**src/rtl/cam_fifo_reader.sv**
```systemverilog
// OV7670 / AL422B FIFO sequencer: captures one frame between two VSYNC rising edges, then
// reads it back as RGB565 byte pairs and emits RGB333 pixels with x/y. Define CAM_BYTE_SWAP_EN for low-byte-first cameras.
module cam_fifo_reader #(
  parameter int H_RES    = 320,
  parameter int V_RES    = 240,
  parameter int WRST_CYC = 8
) (
  input  logic       clk,
  input  logic       rst,
  input  logic       capture_en,
  input  logic       ov_vsync,
  input  logic [7:0] fifo_data,
  output logic       fifo_wen,
  output logic       fifo_wrst,
  output logic       rclk,
  output logic       fifo_rrst,
  output logic       fifo_oe,
  output logic       pix_valid,
  output logic [8:0] pix_x,
  output logic [7:0] pix_y,
  output logic [8:0] pix_rgb,
  output logic       frame_done
);

  localparam int CNT_W = (WRST_CYC > 4) ? $clog2(WRST_CYC) + 1 : 3;

  typedef enum logic [2:0] {
    IDLE   = 3'd0,
    WAIT_V = 3'd1,
    WRST   = 3'd2,
    WRITE  = 3'd3,
    RRST   = 3'd4,
    READ   = 3'd5,
    DONE   = 3'd6
  } state_t;

  state_t r_state;
  state_t w_next;

  logic             r_vs_s1;
  logic             r_vs_s2;
  logic             r_vs_d;
  logic             w_vs_rise;
  logic [CNT_W-1:0] r_cnt;
  logic [1:0]       r_phase;
  logic [7:0]       r_byte0;
  logic [8:0]       r_x;
  logic [7:0]       r_y;
  logic             r_pix_valid;
  logic [8:0]       r_pix_x;
  logic [7:0]       r_pix_y;
  logic [8:0]       r_pix_rgb;
  logic             r_wen;
  logic             r_wrst;
  logic             r_rrst;
  logic             r_oe;
  logic             r_rclk;
  logic             r_frame_done;
  logic             w_wrst_end;
  logic             w_rrst_end;
  logic             w_byte1;
  logic             w_x_last;
  logic             w_last_pix;
  logic [7:0]       w_hi;
  logic [7:0]       w_lo;
  logic [8:0]       w_rgb;
  logic             w_unused;

  // VSYNC is asynchronous: two sync flops, then a third flop for rising-edge detection.
  always_ff @(posedge clk) begin
    if (rst) begin
      r_vs_s1 <= 1'b0;
      r_vs_s2 <= 1'b0;
      r_vs_d  <= 1'b0;
    end else begin
      r_vs_s1 <= ov_vsync;
      r_vs_s2 <= r_vs_s1;
      r_vs_d  <= r_vs_s2;
    end
  end

  assign w_vs_rise  = r_vs_s2 & ~r_vs_d;
  assign w_wrst_end = (r_cnt == CNT_W'(WRST_CYC - 1));
  assign w_rrst_end = (r_cnt == CNT_W'(3));
  assign w_byte1    = (r_phase == 2'd3);
  assign w_x_last   = (r_x == 9'(H_RES - 1));
  assign w_last_pix = w_x_last && (r_y == 8'(V_RES - 1));

  always_ff @(posedge clk) begin
    if (rst) begin
      r_state <= IDLE;
    end else begin
      r_state <= w_next;
    end
  end

  always_comb begin
    w_next = r_state;
    case (r_state)
      IDLE:    if (capture_en) w_next = WAIT_V;
      WAIT_V: begin
        if (!capture_en)    w_next = IDLE;
        else if (w_vs_rise) w_next = WRST;
      end
      WRST:    if (w_wrst_end) w_next = WRITE;
      WRITE:   if (w_vs_rise) w_next = RRST;
      RRST:    if (w_rrst_end) w_next = READ;
      READ:    if (w_byte1 && w_last_pix) w_next = DONE;
      DONE:    w_next = IDLE;
      default: w_next = IDLE;
    endcase
  end

  always_ff @(posedge clk) begin
    if (rst) begin
      r_cnt <= '0;
    end else if (w_next != r_state) begin
      r_cnt <= '0;
    end else if (r_state == WRST || r_state == RRST) begin
      r_cnt <= r_cnt + 1'b1;
    end
  end

`ifdef CAM_BYTE_SWAP_EN
  assign w_hi = fifo_data;
  assign w_lo = r_byte0;
`else
  assign w_hi = r_byte0;
  assign w_lo = fifo_data;
`endif

  // RGB565 {hi,lo} = R[4:0]G[5:0]B[4:0]; keep the top 3 bits of each channel.
  assign w_rgb    = {w_hi[7:5], w_hi[2:0], w_lo[4:2]};
  assign w_unused = ^{w_hi[4:3], w_lo[7:5], w_lo[1:0]};

  // Four clk per pixel: phases 0/2 raise rclk, phases 1/3 drop it and sample the byte.
  always_ff @(posedge clk) begin
    if (rst) begin
      r_phase     <= 2'd0;
      r_byte0     <= 8'd0;
      r_x         <= 9'd0;
      r_y         <= 8'd0;
      r_pix_valid <= 1'b0;
      r_pix_x     <= 9'd0;
      r_pix_y     <= 8'd0;
      r_pix_rgb   <= 9'd0;
    end else begin
      r_pix_valid <= 1'b0;
      if (r_state == READ) begin
        r_phase <= r_phase + 2'd1;
        if (r_phase == 2'd1) r_byte0 <= fifo_data;
        if (w_byte1) begin
          r_pix_valid <= 1'b1;
          r_pix_x     <= r_x;
          r_pix_y     <= r_y;
          r_pix_rgb   <= w_rgb;
          if (w_x_last) begin
            r_x <= 9'd0;
            r_y <= (r_y == 8'(V_RES - 1)) ? 8'd0 : r_y + 8'd1;
          end else begin
            r_x <= r_x + 9'd1;
          end
        end
      end else begin
        r_phase <= 2'd0;
        if (r_state == IDLE) begin
          r_x <= 9'd0;
          r_y <= 8'd0;
        end
      end
    end
  end

  // FIFO strobes are registered from the next state so they line up with state entry.
  always_ff @(posedge clk) begin
    if (rst) begin
      r_wen        <= 1'b0;
      r_wrst       <= 1'b1;
      r_rrst       <= 1'b1;
      r_oe         <= 1'b1;
      r_rclk       <= 1'b0;
      r_frame_done <= 1'b0;
    end else begin
      r_wen        <= (w_next == WRST) || (w_next == WRITE);
      r_wrst       <= (w_next != WRST);
      r_rrst       <= (w_next != RRST);
      r_oe         <= !((w_next == RRST) || (w_next == READ) || (w_next == DONE));
      r_frame_done <= (r_state == DONE);
      if (r_state == RRST)      r_rclk <= ~r_rclk;
      else if (r_state == READ) r_rclk <= ~r_phase[0];
      else                      r_rclk <= 1'b0;
    end
  end

  assign fifo_wen   = r_wen;
  assign fifo_wrst  = r_wrst;
  assign fifo_rrst  = r_rrst;
  assign fifo_oe    = r_oe;
  assign rclk       = r_rclk;
  assign pix_valid  = r_pix_valid;
  assign pix_x      = r_pix_x;
  assign pix_y      = r_pix_y;
  assign pix_rgb    = r_pix_rgb;
  assign frame_done = r_frame_done;

endmodule

```
**config.mk**
```make
export PLATFORM = sky130hd
export DESIGN_NAME = cam_fifo_reader
export DESIGN_NICKNAME = d
export VERILOG_FILES = /design/src/rtl/cam_fifo_reader.sv
export SDC_FILE = /design/constraint.sdc
export NUM_CORES = 1
export LEC_CHECK = 0
export CAP_MARGIN = 20
export CORE_UTILIZATION = 44
export CTS_BUF_LIST = sky130_fd_sc_hd__clkbuf_4 sky130_fd_sc_hd__clkbuf_8
export CTS_CLUSTER_SIZE = 10
export DETAILED_ROUTE_END_ITERATION = 6
export GPL_ROUTABILITY_DRIVEN = 0
export PLACE_DENSITY_LB_ADDON = 0.2
export SLEW_MARGIN = 20
export SYNTH_ARGS = -nofsm -noshare
export SYNTH_HDL_FRONTEND = slang
export SYNTH_SLANG_ARGS = --single-unit
```
**constraint.sdc**
```tcl
create_clock -name clk -period 3.6 [get_ports clk]
set_input_delay 0.36 -clock clk [delete_from_list [all_inputs] [get_ports clk]]
set_output_delay 0.36 -clock clk [all_outputs]
set_load 0.02 [all_outputs]
```
[Word-level counts from Yosys, hierarchy flattened]
Cells that the tools add are included.
Word-level totals
  register bits: 70
  bits of input ports: 12
  output and inout bits: 33
Operators by class
  add/sub/neg operators: 4
  equality and inequality tests: 22
  mux-type cells: 20
  bitwise operators: 5
  reduce and logical (&&, ||, !) cells: 15
Operator list (count)
  $mux W8: 5
  $mux W9: 4
  $mux W3: 7
  $eq A3 B3 Y1 const B: 6
  $pmux W3 S6: 1
  $eq A3 B2 Y1 const B: 4
  $add A9 B1 Y9 const B: 1
  $eq A9 B9 Y1 const B: 1
  $add A8 B1 Y8 const B: 1
  $eq A8 B8 Y1 const B: 1
  $reduce_and A2 Y1: 3
  $add A4 B1 Y4 const B: 1
  $eq A4 B2 Y1 const B: 1
  $eq A4 B3 Y1 const B: 1
  $logic_or A1 B1 Y1: 4
  $ne A2 B2 Y1 const B: 2
  $not A1 Y1: 4
  $reduce_or A2 Y1: 2
  $eq A3 B1 Y1 const B: 1
  $logic_not A3 Y1: 1
  $mux W1: 3
  $ne A3 B2 Y1 const B: 1
  $ne A3 B3 Y1: 1
  $ne A3 B3 Y1 const B: 1
  other kinds (8): 9

[Longest topological paths before layout]
  word-level depth: 9
  mapped depth: 7
  gate-level depth less buffers: 6

[Worst setup path after synthesis]
No wires, ideal clock.
  path kind: flip-flop to flip-flop
  start point: register r_x[0]
  end point: register r_y[6]
  library setup time: 0.070 ns
  data arrival time: 1.651 ns
  data required time: 3.530 ns
  setup slack: 1.879 ns
  stages on the path, launching flop included: 7
  path buffers: 0
  period minus slack after synthesis: 1.721 ns
  cells stage by stage: dfxtp_1 > ha_1 > nand4bb_1 > o21ai_4 > nand2_4 > or4_1 > a21oi_1
Between the ends
  cells in the longest elaborated chain, start to end: 3
RTL lines
  start, declared: RTL line 47  | logic [8:0] r_x;
  start signal, assigned: RTL line 161  | r_x <= r_x + 9'd1;
  $eq A9 B9 Y1: RTL line 86  | assign w_x_last = (r_x == 9'(H_RES - 1));
  $ne A2 B2 Y1 (no source line)
  $reduce_and A3 Y1 (no source line)
  end signal, assigned: RTL line 159  | r_y <= (r_y == 8'(V_RES - 1)) ? 8'd0 : r_y + 8'd1;
  end, declared: RTL line 48  | logic [7:0] r_y;
Every way passes these cells.
A chain may end at the register's enable or synchronous reset.

[Worst setup path in the final report]
  start point: register r_state[1]
  end point: register r_y[6]
Between the ends
  cells in the longest elaborated chain, start to end: 3
RTL lines
  start, declared: RTL line 37  | state_t r_state;
  start signal, assigned: RTL line 93  | r_state <= w_next;
  $eq A3 B3 Y1 / $logic_not A3 Y1 (equally long branches): RTL line 149, 166
  $ne A2 B2 Y1 (no source line) / $reduce_bool A2 Y1 (equally long branches)
  $reduce_and A3 Y1 (no source line)
Several ways; a longest one is shown, not always the timed one.

==> results.py <==
metrics = {
    "status": {
        "status": "completed",
    },
    "setup_path": {
        "critPathKind": "flip-flop to flip-flop",
        "crit_chain": "and3b_1, o21ai_4, nand2_4, or4_1, a21oi_1",
        "timing.rr.end": "r_y[6]$_SDFFE_PP0P_",
        "cp_max_fo": 18,
        "slowest_delay_ns": 0.76,
        "crit_buf_inv": 0,
        "crit_slowest_cell": "dfxtp_1",
        "startpoint": "r_state[1]$_SDFF_PP0_",
        "reg2regPathDepth": 5,
        "start_kind": "flip-flop",
        "arrival_ns": 2.41,
        "crit_family": "simple AND/OR/NAND/NOR gates",
        "crit_required_ns": 3.86,
        "reg2reg_slack_ns": 1.45,
        "r2r-start": "r_state[1]$_SDFF_PP0_",
        "endpoint_kind": "flip-flop",
    },
    "global_route": {
        "grt_use_total": 0.1871,
        "grt_pass1_vias": 2010,
        "gr-total-overflow": 0,
        "grt_pass1_wl_mm": 9.508,
        "antenna_found_initial": 0,
        "grt_max_degree": 52,
    },
    "yosys": {
        "yosysSeqAreaShare": 0.4745,
        "avgSynthCellArea_um2": 8.801,
        "synth_ff_type": "dfxtp_1",
        "async_reset_ff_frac": 0,
        "ys_types": 53,
        "syn_nets": 343,
        "synth_top_cells_by_area": "dfxtp_1 (47%), nand2_1 (8.8%), a21oi_1 (7.0%)",
        "synth_edf_count": 0,
        "synth_top_area_frac": 0.4745,
        "synthMostInstantiatedCell": "dfxtp_1",
        "yosysWarningCount": 0,
        "synth_area_leader_cell": "dfxtp_1",
        "synth_cells": 326,
        "ys_ff_latch": 68,
        "synth_common_cells": "dfxtp_1 (68), nand2_1 (67), a21oi_1 (40)",
        "syn_area_um2": 2869,
    },
    "hold_path": {
        "hold_end": "r_vs_s2$_SDFF_PP0_",
        "min_path_type": "flip-flop to flip-flop",
        "holdPathStages": 1,
        "hp-start": "r_vs_s1$_SDFF_PP0_",
    },
    "power_and_ir_drop": {
        "p_leak_nw": 1.182,
        "power_density_nw_per_um2": 403.1,
        "ir_drop_mv": 0.3107,
    },
    "timing": {
        "maxSlewViolCount": 0,
        "fmax_mhz": 464.5,
        "finalCritPeriodShare": 0.5980,
        "tightest_slew_ns": 0.9213,
        "min_period_ns": 2.153,
        "setup_violations": 0,
        "grt_setup_unrepaired": "false",
        "skew_ns": 0.009933,
        "whs_ns": 0.4455,
        "finalSetupTns_ns": 0,
        "relSlewSlack": 0.3858,
        "hold_violations": 0,
    },
    "floorplan": {
        "floorplan.rows": 29,
        "die_h_um": 82.75,
        "ioPinCount": 45,
        "initial_core_util": 0.4544,
        "coreArea_um2": 6314,
        "dieArea_um2": 6848,
        "dieWidth_um": 82.75,
    },
    "detailed_routing": {
        "drtIter0Drc": 95,
        "via_per_inst": 5.162,
        "firstDrtPassIters": 4,
        "ant_nets": 0,
        "wire_per_inst_um": 13.09,
        "via_count": 2297,
        "wirelength_mm": 5.826,
        "drc_errors": 0,
    },
    "clock_network": {
        "numCtsBuffers": 9,
        "cts_resized": 0,
        "htreeDepth": 3,
        "clock_path_buffers": 2,
        "clkSinkCount": 68,
        "clk_latency_ns": 0.34,
        "cts_root_buffer": "clkbuf_8",
        "ctsHoldBuffers": 0,
        "post_cts_buffers": 0,
        "path_clk_slew_ns": 0.07,
        "cts_tree": "done",
    },
    "final_layout": {
        "final_nets": 381,
        "syn_to_final_growth_pct": 22.02,
        "diodes": 0,
        "layout-drive-gt1-share": 0.08152,
    },
    "place": {
        "hpwlAfterDp_mm": 3.943,
        "placement.io_buffers": 44,
    },
    "flow_run": {
        "drv_cap": 0,
    },
}
## per-layer routing
layer  up-vias  global-route usage  part of all wire
li1       1188                   -                 -
met1      1055              0.2551              0.50
met2        45              0.2779              0.45
met3         9             0.04945             0.033
met4         0             0.07759             0.018
met5         -                   0                 0
## power by group
part / switching (mW) / internal [mW]
clock: 0.279 / 0.321
sequential: 0.00537 / 0.756
combinational: 0.0279 / 0.0221
## cell families (layout without fill, tap and decap cells)
kind of cell	count (synthesis)	count (layout)	share of synthesized area
flops	68	68	0.4745
fa+ha+maj	5	5	0.02181
buf+inv	23	65	0.03881
compound gates	58	58	0.1321
simple gates	156	156	0.2839
xor+xnor	16	16	0.04884
## worst max-delay path by stage
stage	endpoint	slack, ns	depth (start not counted)
after detailed placement	r_y[6]$_SDFFE_PP0P_	1.44	5
final	r_y[6]$_SDFFE_PP0P_	1.45	5
after global routing	r_y[6]$_SDFFE_PP0P_	1.27	5
after CTS	r_y[6]$_SDFFE_PP0P_	1.44	5
after floorplan	r_y[6]$_SDFFE_PP0P_	1.88	6
after global placement	r_y[6]$_SDFFE_PP0P_	1.54	5
## worst register-to-register path, cell delays in order, from the launching register on
cell	delay, ns
dfxtp_1	0.76
and3b_1	0.41
o21ai_4	0.18
nand2_4	0.11
or4_1	0.48
a21oi_1	0.14
## registers in the layout, summed over array words and instances, names as in the netlist
| signal | flops |
|---|---|
| fifo_rrst | 1 |
| r_cnt | 4 |
| frame_done | 1 |
| pix_valid | 1 |
| r_y | 8 |
| fifo_oe | 1 |
| r_x | 9 |
| r_vs_d | 1 |
| pix_x | 9 |
| fifo_wen | 1 |
| r_byte0 | 6 |
| pix_y | 8 |
| r_vs_s1 | 1 |
| rclk | 1 |
| r_vs_s2 | 1 |
| fifo_wrst | 1 |
| r_phase | 2 |
| pix_rgb | 9 |
| r_state | 3 |
## through the flow
stage	setup slack (ns)	instance area, um^2	cells	power [mW]	utilization
finish	1.447	3501	445	1.411	0.5545
global route	1.274	3501	445	1.467	0.5545
CTS	1.440	3501	445	1.427	0.5545
detailed placement	1.443	3316	430	0.8281	0.5252
global placement	1.537	3316	430	0.8281	0.5252
floorplan	1.879	2869	326	0.8100	-
## cell usage in the layout, fill, tap and decap left out, types with 2 or more instances in the layout
| master | count |
|---|---|
| dfxtp_1 | 68 |
| nand2_1 | 67 |
| clkdlybuf4s50_1 | 43 |
| a21oi_1 | 40 |
| nor2_1 | 20 |
| nand3_1 | 16 |
| xor2_1 | 12 |
| clkbuf_8 | 9 |
| nand4_1 | 6 |
| and3_1 | 6 |
| inv_1 | 5 |
| nand3b_1 | 5 |
| ha_1 | 5 |
| nor2b_1 | 4 |
| nand2b_1 | 4 |
| xnor2_1 | 4 |
| nor3_1 | 4 |
| o21ai_0 | 3 |
| clkinv_2 | 3 |
| nor2_2 | 2 |
| and3b_1 | 2 |
| nand4b_1 | 2 |
| o31a_1 | 2 |
| nor4_1 | 2 |
| o21bai_1 | 2 |
| and2_1 | 2 |
## cell type report
type | instances | area [um^2]
Multi-Input combinational cell | 235 | 1396
Fill cell | 599 | 2813
Timing Repair Buffer | 45 | 442.9
Inverter | 5 | 18.77
Tap cell | 77 | 96.34
Sequential cell | 68 | 1361
Clock inverter | 5 | 53.80
Clock buffer | 10 | 131.4
(Power assumes the default switching activity.)
